--- src/rtl/div_seq_ctrl.sv ---
// Multi-cycle RV32M divide sequencer (DIV/DIVU/REM/REMU) using restoring shift-subtract.
// Optional result cache of the last completed division is built when DIV_RESULT_CACHE_EN is defined.
module div_seq_ctrl #(
  parameter int XLEN           = 32,
  parameter int BITS_PER_CYCLE = 1
) (
  input  logic            clk,
  input  logic            reset_n,
  input  logic            start,
  input  logic [1:0]      op,
  input  logic [XLEN-1:0] rs1,
  input  logic [XLEN-1:0] rs2,
  input  logic            flush,
  output logic            busy,
  output logic            stall_req,
  output logic            done,
  output logic [XLEN-1:0] result
);

  localparam int STEPS = XLEN / BITS_PER_CYCLE;
  localparam int CW    = $clog2(STEPS + 1);
  localparam logic [XLEN-1:0] MIN_INT = {1'b1, {(XLEN-1){1'b0}}};

  typedef enum logic [1:0] {IDLE, CALC, DONE} state_t;

  state_t          state;
  logic [CW-1:0]   cnt;
  logic [XLEN:0]   rem_q;
  logic [XLEN:0]   dvsr_q;
  logic [XLEN-1:0] quo_q;
  logic            is_rem_q;
  logic            neg_quo_q;
  logic            neg_rem_q;

  logic            op_signed;
  logic            op_rem;
  logic            accept;
  logic            special;
  logic [XLEN-1:0] special_res;
  logic [XLEN-1:0] abs_a;
  logic [XLEN-1:0] abs_b;
  logic [XLEN:0]   step_rem;
  logic [XLEN-1:0] step_quo;
  logic [XLEN-1:0] fin_quo;
  logic [XLEN-1:0] fin_rem;
  logic [XLEN-1:0] calc_res;
  logic            last_step;
  logic            cache_hit;
  logic [XLEN-1:0] cache_res;

  assign op_signed = ~op[0];
  assign op_rem    = op[1];
  assign accept    = (state == IDLE) & start & ~flush;
  assign busy      = (state != IDLE);
  assign stall_req = accept | (state == CALC);
  assign last_step = (state == CALC) && (cnt == CW'(1));

  // Divide-by-zero and signed overflow are answered directly from the operands.
  always_comb begin
    special     = 1'b0;
    special_res = '0;
    if (rs2 == '0) begin
      special     = 1'b1;
      special_res = op_rem ? rs1 : '1;
    end else if (op_signed && rs1 == MIN_INT && rs2 == '1) begin
      special     = 1'b1;
      special_res = op_rem ? '0 : MIN_INT;
    end
  end

  assign abs_a = (op_signed && rs1[XLEN-1]) ? -rs1 : rs1;
  assign abs_b = (op_signed && rs2[XLEN-1]) ? -rs2 : rs2;

  // NOTE: blocking assignments chain the BITS_PER_CYCLE sub-steps combinationally within one cycle.
  always_comb begin
    step_rem = rem_q;
    step_quo = quo_q;
    for (int i = 0; i < BITS_PER_CYCLE; i++) begin
      step_rem = {step_rem[XLEN-1:0], step_quo[XLEN-1]};
      step_quo = {step_quo[XLEN-2:0], 1'b0};
      if (step_rem >= dvsr_q) begin
        step_rem    = step_rem - dvsr_q;
        step_quo[0] = 1'b1;
      end
    end
  end

  assign fin_quo  = neg_quo_q ? -step_quo : step_quo;
  assign fin_rem  = neg_rem_q ? -step_rem[XLEN-1:0] : step_rem[XLEN-1:0];
  assign calc_res = is_rem_q ? fin_rem : fin_quo;

`ifdef DIV_RESULT_CACHE_EN
  logic            cache_valid;
  logic [XLEN-1:0] cache_a;
  logic [XLEN-1:0] cache_b;
  logic            cache_signed;
  logic [XLEN-1:0] cache_quo;
  logic [XLEN-1:0] cache_rem;
  logic [XLEN-1:0] op_a_q;
  logic [XLEN-1:0] op_b_q;
  logic            op_signed_q;

  always_ff @(posedge clk) begin
    if (!reset_n || flush)
      cache_valid <= 1'b0;
    else if (last_step)
      cache_valid <= 1'b1;
  end

  // NOTE: only the valid bit is reset; the stored operands and results are qualified by it.
  always_ff @(posedge clk) begin
    if (accept) begin
      op_a_q      <= rs1;
      op_b_q      <= rs2;
      op_signed_q <= op_signed;
    end
    if (last_step && !flush) begin
      cache_a      <= op_a_q;
      cache_b      <= op_b_q;
      cache_signed <= op_signed_q;
      cache_quo    <= fin_quo;
      cache_rem    <= fin_rem;
    end
  end

  assign cache_hit = cache_valid && (rs1 == cache_a) && (rs2 == cache_b) &&
                     (op_signed == cache_signed);
  assign cache_res = op_rem ? cache_rem : cache_quo;
`else
  assign cache_hit = 1'b0;
  assign cache_res = '0;
`endif

  // Control state and registered outputs.
  always_ff @(posedge clk) begin
    if (!reset_n) begin
      state  <= IDLE;
      cnt    <= '0;
      done   <= 1'b0;
      result <= '0;
    end else begin
      done <= 1'b0;
      if (flush) begin
        state <= IDLE;
        cnt   <= '0;
      end else begin
        unique case (state)
          IDLE: begin
            if (start) begin
              cnt <= CW'(STEPS);
              if (special) begin
                state  <= DONE;
                done   <= 1'b1;
                result <= special_res;
              end else if (cache_hit) begin
                state  <= DONE;
                done   <= 1'b1;
                result <= cache_res;
              end else begin
                state <= CALC;
              end
            end
          end
          CALC: begin
            cnt <= cnt - 1'b1;
            if (cnt == CW'(1)) begin
              state  <= DONE;
              done   <= 1'b1;
              result <= calc_res;
            end
          end
          DONE:    state <= IDLE;
          default: state <= IDLE;
        endcase
      end
    end
  end

  // Datapath registers need no reset: they are fully loaded on every accept.
  always_ff @(posedge clk) begin
    if (accept) begin
      rem_q     <= '0;
      quo_q     <= abs_a;
      dvsr_q    <= {1'b0, abs_b};
      is_rem_q  <= op_rem;
      neg_quo_q <= op_signed & (rs1[XLEN-1] ^ rs2[XLEN-1]);
      neg_rem_q <= op_signed & rs1[XLEN-1];
    end else if (state == CALC) begin
      rem_q <= step_rem;
      quo_q <= step_quo;
    end
  end

endmodule

--- config.mk ---
export PLATFORM = sky130hd
export DESIGN_NAME = div_seq_ctrl
export DESIGN_NICKNAME = d
export VERILOG_FILES = /design/src/rtl/div_seq_ctrl.sv
export SDC_FILE = /design/constraint.sdc
export NUM_CORES = 1
export LEC_CHECK = 0
export CAP_MARGIN = 10
export CORE_MARGIN = 2
export CORE_UTILIZATION = 52
export CTS_CLUSTER_SIZE = 12
export DETAILED_ROUTE_END_ITERATION = 6
export DONT_BUFFER_PORTS = 1
export HOLD_SLACK_MARGIN = 0.05
export PLACE_DENSITY = 0.64
export SETUP_SLACK_MARGIN = 0.02
export SLEW_MARGIN = 10
export SYNTH_ARGS = -nofsm -noshare
export SYNTH_HDL_FRONTEND = slang
export SYNTH_SLANG_ARGS = --single-unit
--- constraint.sdc ---
create_clock -name clk -period 5.4 [get_ports clk]
set_clock_uncertainty 0.15 [all_clocks]
set_input_delay 0.54 -clock clk [delete_from_list [all_inputs] [get_ports clk]]
set_output_delay 0.54 -clock clk [all_outputs]
set_load 0.02 [all_outputs]
---- Yosys cells after proc, flatten, opt, wreduce, memory -nomap -nowiden ----
Index checks and enable logic that the tools add are counted.
cells by class
  add/subtract/negate cells ............... 6
  magnitude comparators ................... 1
  equality and inequality tests ........... 7
  multiplexer cells ....................... 29
  bitwise gates (word level) .............. 9
  reductions and logical operators ........ 13
operators by type and width
  kind                  number
  $mux 32               15
  $neg 32->32           4
  $eq 32x32->1 const B  2
  $pmux 32 s2           1
  $ge 33x32->1          1
  $logic_not 32->1      1
  $sub 32x32->32        1
  $pmux 6 s2            1
  $eq 6x1->1 const B    1
  $mux 1                6
  $mux 2                3
  $mux 6                1
  $reduce_bool 2->1     3
  $sub 6x1->6 const B   1
  $reduce_and 5->1      1
  $and 1x1->1           4
  $logic_and 1x1->1     4
  $ne 2x2->1 const B    2
  $pmux 2 s2            1
  $reduce_and 2->1      2
  $not 1->1             3
  $eq 2x1->1 const B    1
  $logic_not 2->1       1
  $ne 2x1->1 const B    1
  4 further kinds       4
word-level totals
  register bits ........................... 140
  input port bits ......................... 70
  output and inout port bits .............. 35
  logic and storage cells ................. 75

---- Longest topological paths before layout ----
  depth in word-level cells ............... 8
  mapped depth ............................ 23
  gate-level depth less buffers ........... 20

---- Worst setup path before layout ----
OpenSTA, ideal clock, no wires.
  kind .................................... reg2reg
  from .................................... register rem_q[2]
  to ...................................... register result[30]
  setup time .............................. 0.074 ns
  arrival ................................. 4.746 ns
  data required time ...................... 5.176 ns
  setup slack ............................. 0.430 ns
  cell stages (with the launch flop) ...... 23
  path buffers ............................ 3
  clock period less this slack ............ 4.970 ns
  cells stage by stage .................... dfxtp_1 > ha_1 > buf_6 > a21o_1 > a21oi_2 > a21oi_2 > o21ai_2 > a21o_1 > nand2_2 > inv_2 > buf_6 > clkbuf_1 > ha_1 > inv_1 > or4b_1 > or2_1 > or3_4 > o41ai_2 > xnor2_1 > nor2_1 > a221o_1 > a2111o_1 > a31oi_1
between the ends
  cells in the longest elaborated chain, start to end .. 7
  elaborated cells on any way between the ends .. 11
RTL lines
  what                                                   line    RTL
  start, declared                                        28      logic [XLEN:0] rem_q;
  start signal, assigned                                 189     rem_q <= step_rem;
  $sub 32x32->32 / $ge 33x32->1 (equally long branches)  82, 81
  $mux 32 / $mux 1 (equally long branches)               81      if (step_rem >= dvsr_q) begin
  $neg 32->32, on equally long branches                  89, 88
  $mux 32, on equally long branches                      89, 88
  $mux 32 (*)                                            90      assign calc_res = is_rem_q ? fin_rem : fin_quo;
  $mux 32 (*)                                            166     if (cnt == CW'(1)) begin
  $pmux 32 s2 (*)                                        147     unique case (state)
  end signal, assigned                                   154     result <= special_res;
  end signal, assigned                                   158     result <= cache_res;
  end signal, assigned                                   169     result <= calc_res;
  end, declared                                          17      output logic [XLEN-1:0] result
Every way passes the cells marked *; elsewhere a longest branch is shown, timed or not. The select of a mux whose other input is x is not followed.
A chain may end at the register's enable or synchronous reset.

---- Final worst setup path ----
Same ends and word-level chain as after synthesis.

==> results_dict.tcl <==
set metrics [dict create \
    crit_buf_inv 2 \
    power_frac_clock 0.318 \
    cellPowerDensity_mw_per_mm2 321 \
    overflow 0 \
    pwr-share-comb 0.345 \
    tns_ps 0 \
    ys_types 93 \
    synthCells 1376 \
    yosysTopAreaCellShare 0.179 \
    viasPerCell 6.43 \
    clkSlewWorstSetupHoldPaths_ps 60 \
    place_inst 1596 \
    synth-edff-count 67 \
    slowest_delay_ps 570 \
    grt_pass1_wl_mm 55.0 \
    hp-class "primary input to flop" \
    synth_ff_type "dfxtp_1" \
    dieArea_mm2 0.0228 \
    grt_pass1_vias 9837 \
    num_io_pins 105 \
    ir_drop_mv 0.199 \
    final_antenna_net_count 0 \
    maxSlewHeadroom 0.346 \
    die_y_um 151 \
    clk_path_buf_depth 2 \
    htreeDepth 4 \
    syn_area_per_cell_um2 8.16 \
    coreArea_mm2 0.0211 \
    dpl.hpwl_mm 27.2 \
    clkLatencyLatePin_ps 430 \
    worstPathArrival_ps 5190 \
    area_delta_synth_final_pct 7.28 \
    fill_cells 2046 \
    critical_path_required_ps 5610 \
    status "completed" \
    multi_input_area_mm2 0.00717 \
    async_reset_ff_frac 0 \
    synth.most_common_cell "nor2_1" \
    fin_util 0.572 \
    gp_congestion 0.910 \
    final_cell_count_no_fill 1630 \
    initial_core_util 0.533 \
    crit_fanout 9 \
    hold_viol 0 \
    cpMaxStageDelayCell "or4b_1" \
    seq_area_mm2 0.00347 \
    critPathLaunchType "flop" \
    post_cts_resized 0 \
    tightest_slew_ps 978 \
    cts_sinks 140 \
    diodes 0 \
    p_sw_w 0.00143 \
    ys_seq_elements 140 \
    place_ws_ps 553 \
    dr.first_iter.drc_count 1085 \
    rsz0062_at_grt "no" \
    slew_viol_final 0 \
    syn-num-nets 1486 \
    period_needed_ps 4980 \
    synth_area_mm2 0.0112 \
    ys_top_cells_by_area "edfxtp_1, dfxtp_1, xnor2_1, o21ai_0, a21oi_1" \
    internal_power_w 0.00243 \
    num-nets-final 1452 \
    seqPwrFrac 0.337 \
    drtPass1Iterations 7 \
    fmax_mhz 201 \
    fin_crit_sh 0.923 \
    synth-warning-count 0 \
    grt_usage 0.316 \
    chipWidth_um 151 \
    num_vias 10500 \
    cts_tree "built" \
    worstPathCellList "ha_1 > a21o_1 > a21oi_2 > a21oi_2 > o21ai_2 > a21o_1 > nand2_2 > inv_2 > ha_1 > inv_1 > or4b_1 > or2_1 > or3_4 > o41ai_2 > xnor2_1 > nor2_1 > a221o_1 > a2111o_1 > a31oi_1" \
    drc 0 \
    grt_max_degree 55 \
    synth_top_area_cell "edfxtp_1" \
    drv_cap 0 \
    postCtsSetupBuffers 0 \
    total_power_w 0.00386 \
    setup_slack_ps 416 \
    rows 53 \
    power.leakage_nw 4.29 \
    crit_family "compound AO/OA/AOI/OAI gates" \
    port_buffers 0 \
    cp-end-kind "flop" \
    wirelength_mm 35.8 \
    synth_common_cells "nor2_1, o21ai_0, nand2_1" \
    crit_type "flop to flop" \
    antenna_found_initial 1 \
    cts_inserted_buffers 17 \
    cts_hold_buf 2 \
    synth_seq_area_share 0.309 \
    cts-root-buf "clkbuf_16" \
    swShare 0.371 \
    setup_viol 0 \
    wl_per_cell_um 21.9 \
    drive_gt1_frac 0.0738 \
]
-- power groups by stage --
stage	Combinational [W]	Sequential (W)	Clock (W)
6_report	0.00133	0.00130	0.00123
5_1_grt	0.00146	0.00131	0.00128
4_1_cts	0.00131	0.00130	0.00124
3_5_place_dp	0.00130	0.00132	0
3_3_place_gp	0.00130	0.00132	0
2_1_floorplan	0.00102	0.00129	0
-- metal layers --
layer	vias to the layer above	routed length, um	GRT usage
met3	43	3320	0.0828
met4	0	634	0.0762
met5	-	0	0
met2	430	16100	0.494
met1	5020	15700	0.438
li1	4994	-	-
-- flip-flops by register name, indices dropped and copies added, names as in the netlist --
register and count:
dvsr_q 32, quo_q 32, rem_q 32, result 32, cnt 6, state 2
done 1, is_rem_q 1, neg_quo_q 1, neg_rem_q 1
-- per-stage QoR --
stage               hold slack (ps)  area [um2]
floorplan                       290       11200
global placement                321       11400
detailed placement              330       11400
CTS                            79.6       12100
global route                   72.0       12100
finish                         96.8       12100
-- final timing paths --
kind                                start         end  slack [ps]  depth (start not counted)
worst max-delay path             rem_q[2]  result[30]         420                         19
worst max register to register   rem_q[2]  result[30]         420                         19
worst min-delay path              reset_n  result[21]         100                          2
worst min register to register  rem_q[28]   rem_q[28]         340                          2
-- area by class of cell --
| cell class | instances | area share |
|---|---|---|
| clock buffers | 18 | 0.0356 |
| clock inverters | 14 | 0.0141 |
| inverters | 69 | 0.0215 |
| multi-input cells | 1089 | 0.595 |
| flip-flops and latches | 140 | 0.288 |
| well taps | 275 | 0.0285 |
| repair buffers | 25 | 0.0170 |
-- cells by family after synthesis --
kind of cell,after synthesis,synth area share
AOI/OAI and AO/OA,444,0.260
DFF,140,0.309
xor gates and xnor gates,140,0.109
adders and majority gates,40,0.0452
buffers and inverters,147,0.0535
muxes,33,0.0311
and+or+nand+nor,432,0.191
-- cell usage in the layout, fill, tap and decap left out, types with 21 or more instances in the layout --
cell,n
mux2i_1,27
o31ai_1,21
a21oi_1,113
nand2_1,117
buf_4,22
a31oi_1,30
dfxtp_1,73
nor3_1,29
nor2_1,123
edfxtp_1,67
xnor2_1,91
inv_1,64
nand4_1,26
xor2_1,49
ha_1,39
o21ai_0,119
nand3_1,26
Power figures use the tool's default switching activity.
